[src/rtl/uart_tx_arb.sv]
// -----------------------------------------------------------------------------
// uart_tx_arb
//   Shares a single UART transmitter between NUM_REQ byte sources. A
//   round-robin arbiter picks one requester per byte, drives the trmt/tx_data
//   strobe into the UART, then waits for tx_done. A timeout guard releases
//   the transmitter if tx_done never arrives.
//
// Ports
//   clk, rst_n   system clock (rising edge), asynchronous active-low reset
//   req          per-requester level request, held until its own gnt
//   req_data     byte i at [8i+7:8i], stable while req[i] is high
//   gnt          one-cycle pulse, byte captured
//   done         one-cycle pulse, owner's byte finished transmitting
//   err/err_id   one-cycle timeout pulse; err_id holds the last timed-out owner
//   busy         arbiter is not idle
//   trmt         one-cycle start strobe to the UART
//   tx_data      byte to the UART, held until the next load
//   tx_done      UART completion level, cleared by the UART on trmt
// -----------------------------------------------------------------------------
module uart_tx_arb #(
   parameter int NUM_REQ = 3,
   parameter int TIMEOUT = 8192,
   parameter int GAP_CYC = 0
) (
   input  logic                       clk,
   input  logic                       rst_n,
   input  logic [NUM_REQ-1:0]         req,
   input  logic [8*NUM_REQ-1:0]       req_data,
   output logic [NUM_REQ-1:0]         gnt,
   output logic [NUM_REQ-1:0]         done,
   output logic                       err,
   output logic [$clog2(NUM_REQ)-1:0] err_id,
   output logic                       busy,
   output logic                       trmt,
   output logic [7:0]                 tx_data,
   input  logic                       tx_done
);

   localparam int IW = $clog2(NUM_REQ);
   localparam int TW = $clog2(TIMEOUT + 1);
   localparam int GW = (GAP_CYC > 0) ? $clog2(GAP_CYC + 1) : 1;

   localparam logic [TW-1:0] TMO_MAX  = TW'(TIMEOUT);
   localparam logic [TW-1:0] TMO_ONE  = TW'(1);
   localparam logic [GW-1:0] GAP_MAX  = GW'(GAP_CYC);
   localparam logic [IW-1:0] LAST_REQ = IW'(NUM_REQ - 1);

   typedef enum logic [1:0] {IDLE, XMIT, GAP} state_t;

   state_t               state_q, state_d;
   logic [IW-1:0]        rr_ptr_q, rr_ptr_d;
   logic [IW-1:0]        owner_q, owner_d;
   logic [TW-1:0]        tmo_cnt_q, tmo_cnt_d;
   logic [GW-1:0]        gap_cnt_q, gap_cnt_d;
   logic [NUM_REQ-1:0]   gnt_q, gnt_d;
   logic [NUM_REQ-1:0]   done_q, done_d;
   logic                 err_q, err_d;
   logic [IW-1:0]        err_id_q, err_id_d;
   logic                 trmt_q, trmt_d;
   logic [7:0]           tx_data_q, tx_data_d;

   // Round-robin pick: first set req bit scanning upward from rr_ptr, wrapping.
   logic                 found;
   logic [IW-1:0]        sel;

   always_comb begin
      int idx;
      found = 1'b0;
      sel   = '0;
      for (int i = 0; i < NUM_REQ; i++) begin
         idx = int'(rr_ptr_q) + i;
         if (idx >= NUM_REQ) idx = idx - NUM_REQ;
         if (!found && req[idx]) begin
            found = 1'b1;
            sel   = IW'(idx);
         end
      end
   end

   always_comb begin
      logic fin;
      state_d   = state_q;
      rr_ptr_d  = rr_ptr_q;
      owner_d   = owner_q;
      tmo_cnt_d = tmo_cnt_q;
      gap_cnt_d = gap_cnt_q;
      gnt_d     = '0;
      done_d    = '0;
      err_d     = 1'b0;
      err_id_d  = err_id_q;
      trmt_d    = 1'b0;
      tx_data_d = tx_data_q;
      fin       = 1'b0;

      case (state_q)
         IDLE: begin
            if (found) begin
               tx_data_d  = req_data[8*int'(sel) +: 8];
               owner_d    = sel;
               trmt_d     = 1'b1;
               gnt_d[sel] = 1'b1;
               tmo_cnt_d  = TMO_ONE;
               state_d    = XMIT;
            end
         end
         XMIT: begin
            // tx_done in the trmt cycle may be left over from the previous
            // byte, so it only qualifies from the second XMIT cycle onward.
            // A qualified tx_done beats a simultaneous timeout.
            if (tmo_cnt_q != TMO_ONE && tx_done) begin
               done_d[owner_q] = 1'b1;
               fin             = 1'b1;
            end else if (tmo_cnt_q >= TMO_MAX) begin
               err_d    = 1'b1;
               err_id_d = owner_q;
               fin      = 1'b1;
            end else begin
               tmo_cnt_d = tmo_cnt_q + 1'b1;   // never passes TIMEOUT
            end
            if (fin) begin
               rr_ptr_d  = (owner_q == LAST_REQ) ? '0 : owner_q + 1'b1;
               tmo_cnt_d = '0;
               if (GAP_CYC > 0) begin
                  state_d   = GAP;
                  gap_cnt_d = GW'(1);
               end else begin
                  state_d   = IDLE;
               end
            end
         end
         GAP: begin
            if (gap_cnt_q >= GAP_MAX) begin
               state_d   = IDLE;
               gap_cnt_d = '0;
            end else begin
               gap_cnt_d = gap_cnt_q + 1'b1;
            end
         end
         default: state_d = IDLE;
      endcase
   end

   always_ff @(posedge clk or negedge rst_n) begin
      if (!rst_n) begin
         state_q   <= IDLE;
         rr_ptr_q  <= '0;
         owner_q   <= '0;
         tmo_cnt_q <= '0;
         gap_cnt_q <= '0;
         gnt_q     <= '0;
         done_q    <= '0;
         err_q     <= 1'b0;
         err_id_q  <= '0;
         trmt_q    <= 1'b0;
         tx_data_q <= '0;
      end else begin
         state_q   <= state_d;
         rr_ptr_q  <= rr_ptr_d;
         owner_q   <= owner_d;
         tmo_cnt_q <= tmo_cnt_d;
         gap_cnt_q <= gap_cnt_d;
         gnt_q     <= gnt_d;
         done_q    <= done_d;
         err_q     <= err_d;
         err_id_q  <= err_id_d;
         trmt_q    <= trmt_d;
         tx_data_q <= tx_data_d;
      end
   end

   assign gnt     = gnt_q;
   assign done    = done_q;
   assign err     = err_q;
   assign err_id  = err_id_q;
   assign busy    = (state_q != IDLE);
   assign trmt    = trmt_q;
   assign tx_data = tx_data_q;

endmodule
[config.mk]
export PLATFORM = sky130hd
export DESIGN_NAME = uart_tx_arb
export DESIGN_NICKNAME = d
export VERILOG_FILES = /design/src/rtl/uart_tx_arb.sv
export SDC_FILE = /design/constraint.sdc
export NUM_CORES = 1
export LEC_CHECK = 0
export CAP_MARGIN = 15
export CORE_MARGIN = 5
export CORE_UTILIZATION = 45
export CTS_CLUSTER_SIZE = 28
export DETAILED_ROUTE_END_ITERATION = 16
export GPL_ROUTABILITY_DRIVEN = 0
export PLACE_DENSITY = 0.76
export SLEW_MARGIN = 10
export SYNTH_ARGS = -nofsm -noshare
export SYNTH_HDL_FRONTEND = slang
export SYNTH_SLANG_ARGS = --single-unit
[constraint.sdc]
create_clock -name clk -period 3.8 [get_ports clk]
set_input_delay 0.38 -clock clk [delete_from_list [all_inputs] [get_ports clk]]
set_output_delay 0.38 -clock clk [all_outputs]
set_load 0.01 [all_outputs]
# After elaboration in Yosys (flattened, before gate mapping)
# Index checks and enable logic that the tools add are counted.
[totals]
inputBits = 30
elab_cells = 101
reg_bits = 39
out_inout_bits = 19
[classes]
eq_ne = 9
n_lt_le_gt_ge = 12
bitwise = 1
reduce_logical = 15
shift = 1
muxes = 44
addsub = 8
[ops]
columns = ["op", "n"]
rows = [
  ["$lt A32 B4 Y1 const B", 3],
  ["$mux W32", 3],
  ["$mux W14", 4],
  ["$pmux W14 S2", 1],
  ["$shiftx A24 B6 Y8", 1],
  ["$mux W1", 19],
  ["$add A14 B1 Y14 const B", 1],
  ["$ge A14 B14 Y1 const B", 1],
  ["$mux W2", 7],
  ["$ne A14 B1 Y1 const B", 1],
  ["$mux W3", 4],
  ["$sub A3 B2 Y4 const B", 2],
  ["$bmux W1 S2", 3],
  ["$ge A3 B2 Y1 const B", 2],
  ["$lt A2 B3 Y1 const B", 2],
  ["$ne A2 B2 Y1 const B", 3],
  ["$ne A3 B3 Y1 const B", 2],
  ["$pmux W2 S3", 1],
  ["$reduce_and A3 Y1", 2],
  ["$logic_and A1 B1 Y1", 5],
  ["$demux W1 S2", 2],
  ["$eq A2 B2 Y1 const B", 2],
  ["$ge A2 B1 Y1 const B", 2],
  ["$reduce_and A2 Y1", 2],
  ["other kinds (13)", 15],
]

# Logic depth before layout (Yosys ltp)
# Gate-level depths: netlist (run 1).
[depth]
depth_word = 18
mapped_depth = 10
depth_no_buf = 8

# Worst setup path after synthesis (run 1)
# OpenSTA, ideal clock, no wires.
[synth_path]
path_type = "register to register"
from = "register rr_ptr_q[0]"
to = "register tx_data_q[3] (netlist: tx_data[3])"
synth_period_minus_slack_ns = 2.113
setup_ns = 0.141
t_required_ns = 3.659
stages_incl_launch_ff = 11
slack_ns = 1.687
arrival_ns = 1.972
path_cell_list = "dfrtp_1 -> inv_1 -> ha_1 -> buf_2 -> nor3b_1 -> o21ai_0 -> a211o_1 -> buf_2 -> and3_1 -> o21ai_1 -> a31oi_1"
[synth_between]
elab_chain_cells = 13
word_cells_on_any_way = 32
[synth_lines]
columns = ["item", "line", "rtl"]
rows = [
  ["start: declaration", "51", "logic [IW-1:0] rr_ptr_q, rr_ptr_d;"],
  ["start signal: assignment", "158", "rr_ptr_q <= rr_ptr_d;"],
  ["parallel branches: the longest is 13 deep, another holds $sub A3 B2 Y4", "n/a", ""],
  ["end signal: assignment", "167", "tx_data_q <= tx_data_d;"],
  ["end: declaration", "60", "logic [7:0] tx_data_q, tx_data_d;"],
]
# Parallel ways; which one is timed is not known. The select of a mux whose other input is x is not followed.
# A chain may end at the register's enable or synchronous reset.

# Final worst setup path (run 1)
[layout_path]
from = "register rr_ptr_q[1]"
to = "register tx_data_q[5] (netlist: tx_data[5])"
# Same word-level chain as after synthesis.

==> results.ini, run 1 <==
[route]
drcViolationCount = 0
dr.pass1.iters = 4
drtIter0Drc = 125
ant_nets = 0
avgRoutedWirePerCell_microns = 14.4
dr_total_vias = 1768
vias_per_cell = 5.58
wl_microns = 4560

[setup_path]
critical_path_required_ns = 4.01
cp_top_family = compound AO/OA/AOI/OAI gates
cp-start-kind = flop
slowest_stage = a22oi_1
critical_path.cell_chain = inv_1 -> ha_1 -> mux2i_1 -> o21ai_1 -> o21bai_1 -> a22oi_1 -> nand3_1 -> a31oi_1
arrival_ns = 2.79
cp_slowest_stage_delay_ns = 0.70
worstSetupPathType = reg -> reg
crit_fanout = 11
r2r-start = rr_ptr_q[1]
cp-startpoint = rr_ptr_q[1]
critPathCaptureType = flop
path_buf_inv = 1

[final_layout]
layout.cells.non_filler = 317
regArea_sq_um = 926
multiInputGateArea_sq_mm = 0.00105
fill_cells = 382
postLayoutCellArea_sq_mm = 0.00266
diodes = 0
layout-drive-gt1-share = 0.0755
layout.nets = 300
area_delta_synth_final_pct = 29.2

[place]
dp.cells = 309
detailed_place.area_sq_mm = 0.00254
numPortBuffers = 48
dpl.hpwl_microns = 3290

[timing]
tightest_slew_ns = 0.905
maxSlewHeadroom = 0.397
finalHoldViolations = 0
fin_setup_tns_ns = 0
rsz0062_at_grt = false
post-route-period-util = 0.680
finalClockSkew_ns = 0.00504
setup_viol = 0
fmax_mhz = 387
period_needed_ns = 2.58
maxSlewViolCount = 0

[floorplanning]
die_w_microns = 77.6
die_y_microns = 77.6
core_sq_mm = 0.00438
dieArea_sq_mm = 0.00603
rows = 24
initial_core_util = 0.469
num_io_pins = 49

[clocking]
cts_resized = 0
numCtsBuffers = 5
cts_buffer_depth = 2
tritoncts = yes
holdBufCountCts = 0
cts_setup_buffers = 0
clock_latency_ns = 0.29
cts.clk_slew.worst_paths_ns = 0.08
cts.sinks = 37
cts-htree-levels = 2
cts_root_buf = clkbuf_8

[logic_synthesis]
syn_avg_cell_area_sq_um = 9.36
synth_most_common_cell = dfrtp_1
synth_nets = 256
yosysTopAreaCell = dfrtp_1
synthArstFlopShare = 1.00
yosys-top-cells-count = dfrtp_1, nor2_1, o21ai_1
syn_area_sq_mm = 0.00206
ys_seq_area_frac = 0.450
synth.distinct_cells = 45
ys.flop_type = dfrtp_1
synthCells = 220
synth-edff-count = 0
synth_top_cell_area_share = 0.450
yosysWarningCount = 0
yosys-top-cells-area = dfrtp_1, o21ai_1, nor2_1
synth_seq_cells = 37

[global_route]
gr-total-overflow = 0
antenna_found_initial = 0
grt_pass1_wl_microns = 7690
grt.total_usage = 0.153
grt_pass1_vias = 1569
grt_max_degree = 38

[job]
cap_viol_max_count = 0

[pwr]
power_density_mw_per_mm2 = 707
p_sw_mw = 0.760
p_sw_frac = 0.404
leakagePower_nw = 1.13
combPwrFrac = 0.501
peakVddDrop_uv = 419
pwr-share-seq = 0.316
pwr-share-clk = 0.183
internal-power_mw = 1.12
total_power_mw = 1.88

[run_status]
status = finished, final reports clean

[min_path]
hold_path_class = in -> async

## worst paths after layout
kind | end | slack [ns] | depth (start not counted)
setup / recovery | tx_data[5] | 1.22 | 8
hold / removal | tmo_cnt_q[2] | 0.17 | 1
setup reg to reg | tx_data[5] | 1.22 | 8
hold reg to reg | err_id[1] | 0.51 | 1
max in group asynchronous | owner_q[1] | 3.13 | 1
min in group clk | err_id[1] | 0.51 | 1
## area by class of cell
cell class	instances	area share
Multi-Input combinational cell	165	0.395
Sequential cell	37	0.348
Timing Repair Buffer	48	0.179
Clock buffer	5	0.0259
Tap cell	52	0.0245
Clock inverter	3	0.0174
Inverter	7	0.00988
## metrics by stage
step | setup WS [ns] | hold WS (ns) | util
final | 1.22 | 0.171 | 0.606
after global routing | 0.986 | 0.246 | 0.606
after CTS | 1.10 | 0.207 | 0.606
after detailed placement | 0.994 | 0.502 | 0.580
after global placement | 1.10 | 0.495 | 0.580
after floorplan | 1.69 | 0.0844 | -
## metal layers
layer / track usage / part of all wire / up-vias
met5: 0 / 0 / -
met4: 0.0567 / 0.012 / 0
met3: 0.0289 / 0.057 / 7
met2: 0.222 / 0.44 / 54
met1: 0.226 / 0.49 / 828
li1: - / - / 879
## power groups by stage
stage               registers, mW  logic (mW)  clock network, mW
floorplan                   0.604       0.645                  0
global placement            0.600       0.928                  0
detailed placement          0.596       0.942                  0
CTS                         0.592       0.941              0.349
global route                0.609        1.05              0.366
finish                      0.594       0.942              0.344
## sequential cells by signal (all words and copies together) (netlist names)
signal and cells:
tmo_cnt_q 14, tx_data 8, done 3, gnt 3
err_id 2, owner_q 2, rr_ptr_q 2, err 1
state_q 1, trmt 1
## logic make-up after synthesis
| family | count (synthesis) | share of synthesized area |
|---|---|---|
| mux | 7 | 0.0359 |
| buf+inv | 18 | 0.0407 |
| xor+xnor | 1 | 0.00426 |
| compound gates | 66 | 0.218 |
| fa+ha+maj | 6 | 0.0365 |
| flops | 37 | 0.450 |
| simple gates | 85 | 0.215 |
## cells in the final DEF, fill, tap and decap left out, types with 4 or more instances in the layout
| master | netlist | final |
|---|---|---|
| nor2_1 | 25 | 24 |
| o21ai_1 | 22 | 22 |
| clkbuf_8 | 0 | 5 |
| inv_1 | 6 | 6 |
| and3_1 | 10 | 10 |
| clkdlybuf4s50_1 | 0 | 47 |
| dfrtp_1 | 37 | 37 |
| nand2_1 | 14 | 14 |
| a31oi_1 | 9 | 9 |
| o21ai_0 | 6 | 6 |
| and2_1 | 4 | 4 |
| nor3_1 | 4 | 4 |
| nand3_1 | 14 | 14 |
| mux2i_1 | 4 | 4 |
| ha_1 | 6 | 6 |
| a21boi_1 | 8 | 8 |
No activity file was read; power rests on OpenSTA's default activity.
==> run 2: changes to the inputs <==
==> constraint.sdc (replaced) <==
create_clock -name clk -period 2.6 [get_ports clk]
set_input_delay 0.26 -clock clk [delete_from_list [all_inputs] [get_ports clk]]
set_output_delay 0.26 -clock clk [all_outputs]
set_load 0.01 [all_outputs]
==> results.ini, run 2 (synthesis gave the netlist of run 1 again) <==
[timing]
tightest_slew_ns = 0.795  ; -0.110 ns
finalHoldViolations = 0  ; unchanged
fmax_mhz = 429  ; +11%
post-route-period-util = 0.898  ; +0.218
maxSlewHeadroom = 0.470  ; +0.0730
period_needed_ns = 2.33  ; -0.249 ns
fin_setup_tns_ns = 0  ; unchanged
rsz0062_at_grt = false
setup_viol = 0  ; unchanged
finalClockSkew_ns = 0.00534  ; +0.000299 ns
maxSlewViolCount = 0  ; unchanged
whs_ns = 0.0633  ; -0.107 ns

[global_route]
antenna_found_initial = 0  ; unchanged
grt_pass1_wl_microns = 8100  ; +5.3%
grt_max_degree = 38  ; unchanged
grt_pass1_vias = 1693  ; +7.9%
gr-total-overflow = 0  ; unchanged
grt.total_usage = 0.161  ; +0.00767

[clocking]
numCtsBuffers = 5  ; unchanged
cts_setup_buffers = 0  ; unchanged
holdBufCountCts = 0  ; unchanged
cts.clk_slew.worst_paths_ns = 0.07  ; about the same
cts_root_buf = clkbuf_8
cts_buffer_depth = 2  ; unchanged
tritoncts = yes
clock_latency_ns = 0.28  ; about the same
cts-htree-levels = 2  ; unchanged
cts.sinks = 37  ; unchanged

[route]
wl_microns = 4650  ; +1.8%
drtIter0Drc = 135  ; +8.0%
dr_total_vias = 1800  ; +1.8%
dr.pass1.iters = 4  ; unchanged
avgRoutedWirePerCell_microns = 14.5  ; +0.57%
drcViolationCount = 0  ; unchanged
vias_per_cell = 5.61  ; +0.54%
ant_nets = 0  ; unchanged

[final_layout]
postLayoutCellArea_sq_mm = 0.00266  ; about the same
layout-drive-gt1-share = 0.0892  ; +0.0137
final_cell_mix = clkdlybuf4s50_1, dfrtp_1, nor2_1
fill_cells = 379  ; -0.79%
regMostFlops = tmo_cnt_q
largest_register_ffs = 14  ; unchanged
fin_util = 0.606  ; about the same
multiInputGateArea_sq_mm = 0.00105  ; +0.12%
diodes = 0  ; unchanged
layout.nets = 304  ; +1.3%
regArea_sq_um = 926  ; unchanged
final_common_cell = clkdlybuf4s50_1
area_delta_synth_final_pct = 29.1  ; about the same

[pwr]
leakagePower_nw = 1.14  ; +0.95%
total_power_mw = 2.68  ; +43%
peakVddDrop_uv = 662  ; +58%
power_density_mw_per_mm2 = 1010  ; +43%

[setup_path]
critical_path.cell_chain = inv_1 -> ha_1 -> nor3b_1 -> o21ai_0 -> a211o_2 -> and2_1 -> nand3_1 -> a31oi_1
cp-start-kind = flop
worstSetupPathType = reg -> reg
cp_slowest_stage_delay_ns = 0.46  ; -0.24 ns
arrival_ns = 2.47  ; -0.32 ns
critical_path_required_ns = 2.73  ; -1.28 ns
slowest_stage = a211o_2
critPathCaptureType = flop
crit_fanout = 17  ; +6

[place]
detailed_place.area_sq_mm = 0.00257  ; +1.2%
numPortBuffers = 48  ; unchanged
dpl.hpwl_microns = 3430  ; +4.3%

[floorplanning]
initial_core_util = 0.469  ; unchanged
die_y_microns = 77.6  ; unchanged
dieArea_sq_mm = 0.00603  ; unchanged
rows = 24  ; unchanged
num_io_pins = 49  ; unchanged
core_sq_mm = 0.00438  ; unchanged
die_w_microns = 77.6  ; unchanged

[min_path]
hold_path_class = in -> async

[job]
cap_viol_max_count = 0  ; unchanged

[run_status]
status = finished, final reports clean

==> run 2: cell count changes in the layout (fill, tap and decap cells not counted), sizes merged <==
cell / delta
buf: +4
bufinv: -1
clkbuf: +1
clkinv: +1
clkinvlp: -1
==> run 2: worst paths after layout <==
path | endpoint | start | slack, ns | cells after the start
worst max-delay path | tx_data[4] | rr_ptr_q[0] | 0.27 | 8
worst max register to register | tx_data[4] | rr_ptr_q[0] | 0.27 | 8
min in group clk | tmo_cnt_q[11] | tmo_cnt_q[11] | 0.52 | 1
max in group asynchronous | done[1] | rst_n | 2.03 | 1
worst min-delay path | tmo_cnt_q[8] | rst_n | 0.06 | 1
worst min register to register | tmo_cnt_q[11] | tmo_cnt_q[11] | 0.52 | 1
==> run 2: worst max-delay path, delay by kind of cell, from the launching register on <==
kind	cells	cell delay (ns)
AO/OA/AOI/OAI	3	0.67
adder cells (fa/ha/maj)	1	0.40
buffers and inverters	1	0.07
flip-flops	1	0.40
AND/OR/NAND/NOR	3	0.64
==> run 2: cell type report <==
class	instances	area share
multi-input combinational	165	0.396
sequential	37	0.348
timing repair buffer	52	0.190
clock buffer	6	0.0273
tap	52	0.0245
inverter	7	0.00989
clock inverter	2	0.00377
==> run 2: power breakdown <==
part	internal (mW)	total [mW]	switching, mW
combinational	0.659	1.44	0.781
sequential	0.732	0.865	0.133
clock	0.186	0.375	0.190
==> run 2: what timing repair did <==
| action | CTS | global route |
|---|---|---|
| gates resized for setup | 0 | 2 |
| endpoints found under the setup margin | 0 | 12 |
| endpoints found under the hold margin | 0 | 0 |
==> run 2: per-stage QoR <==
step | std cells | setup slack, ns
finish | 321 | 0.266
global route | 321 | 0.0537
CTS | 321 | 0.199
detailed placement | 313 | 0.219
global placement | 313 | 0.248
floorplan | 220 | 0.487
==> run 2: layer usage <==
layer | track usage | vias to the layer above | routed length (microns)
met5 | 0 | - | 0
met4 | 0.0447 | 0 | 26
met3 | 0.0347 | 2 | 241
met2 | 0.235 | 51 | 2210
met1 | 0.240 | 861 | 2170
li1 | - | 886 | -
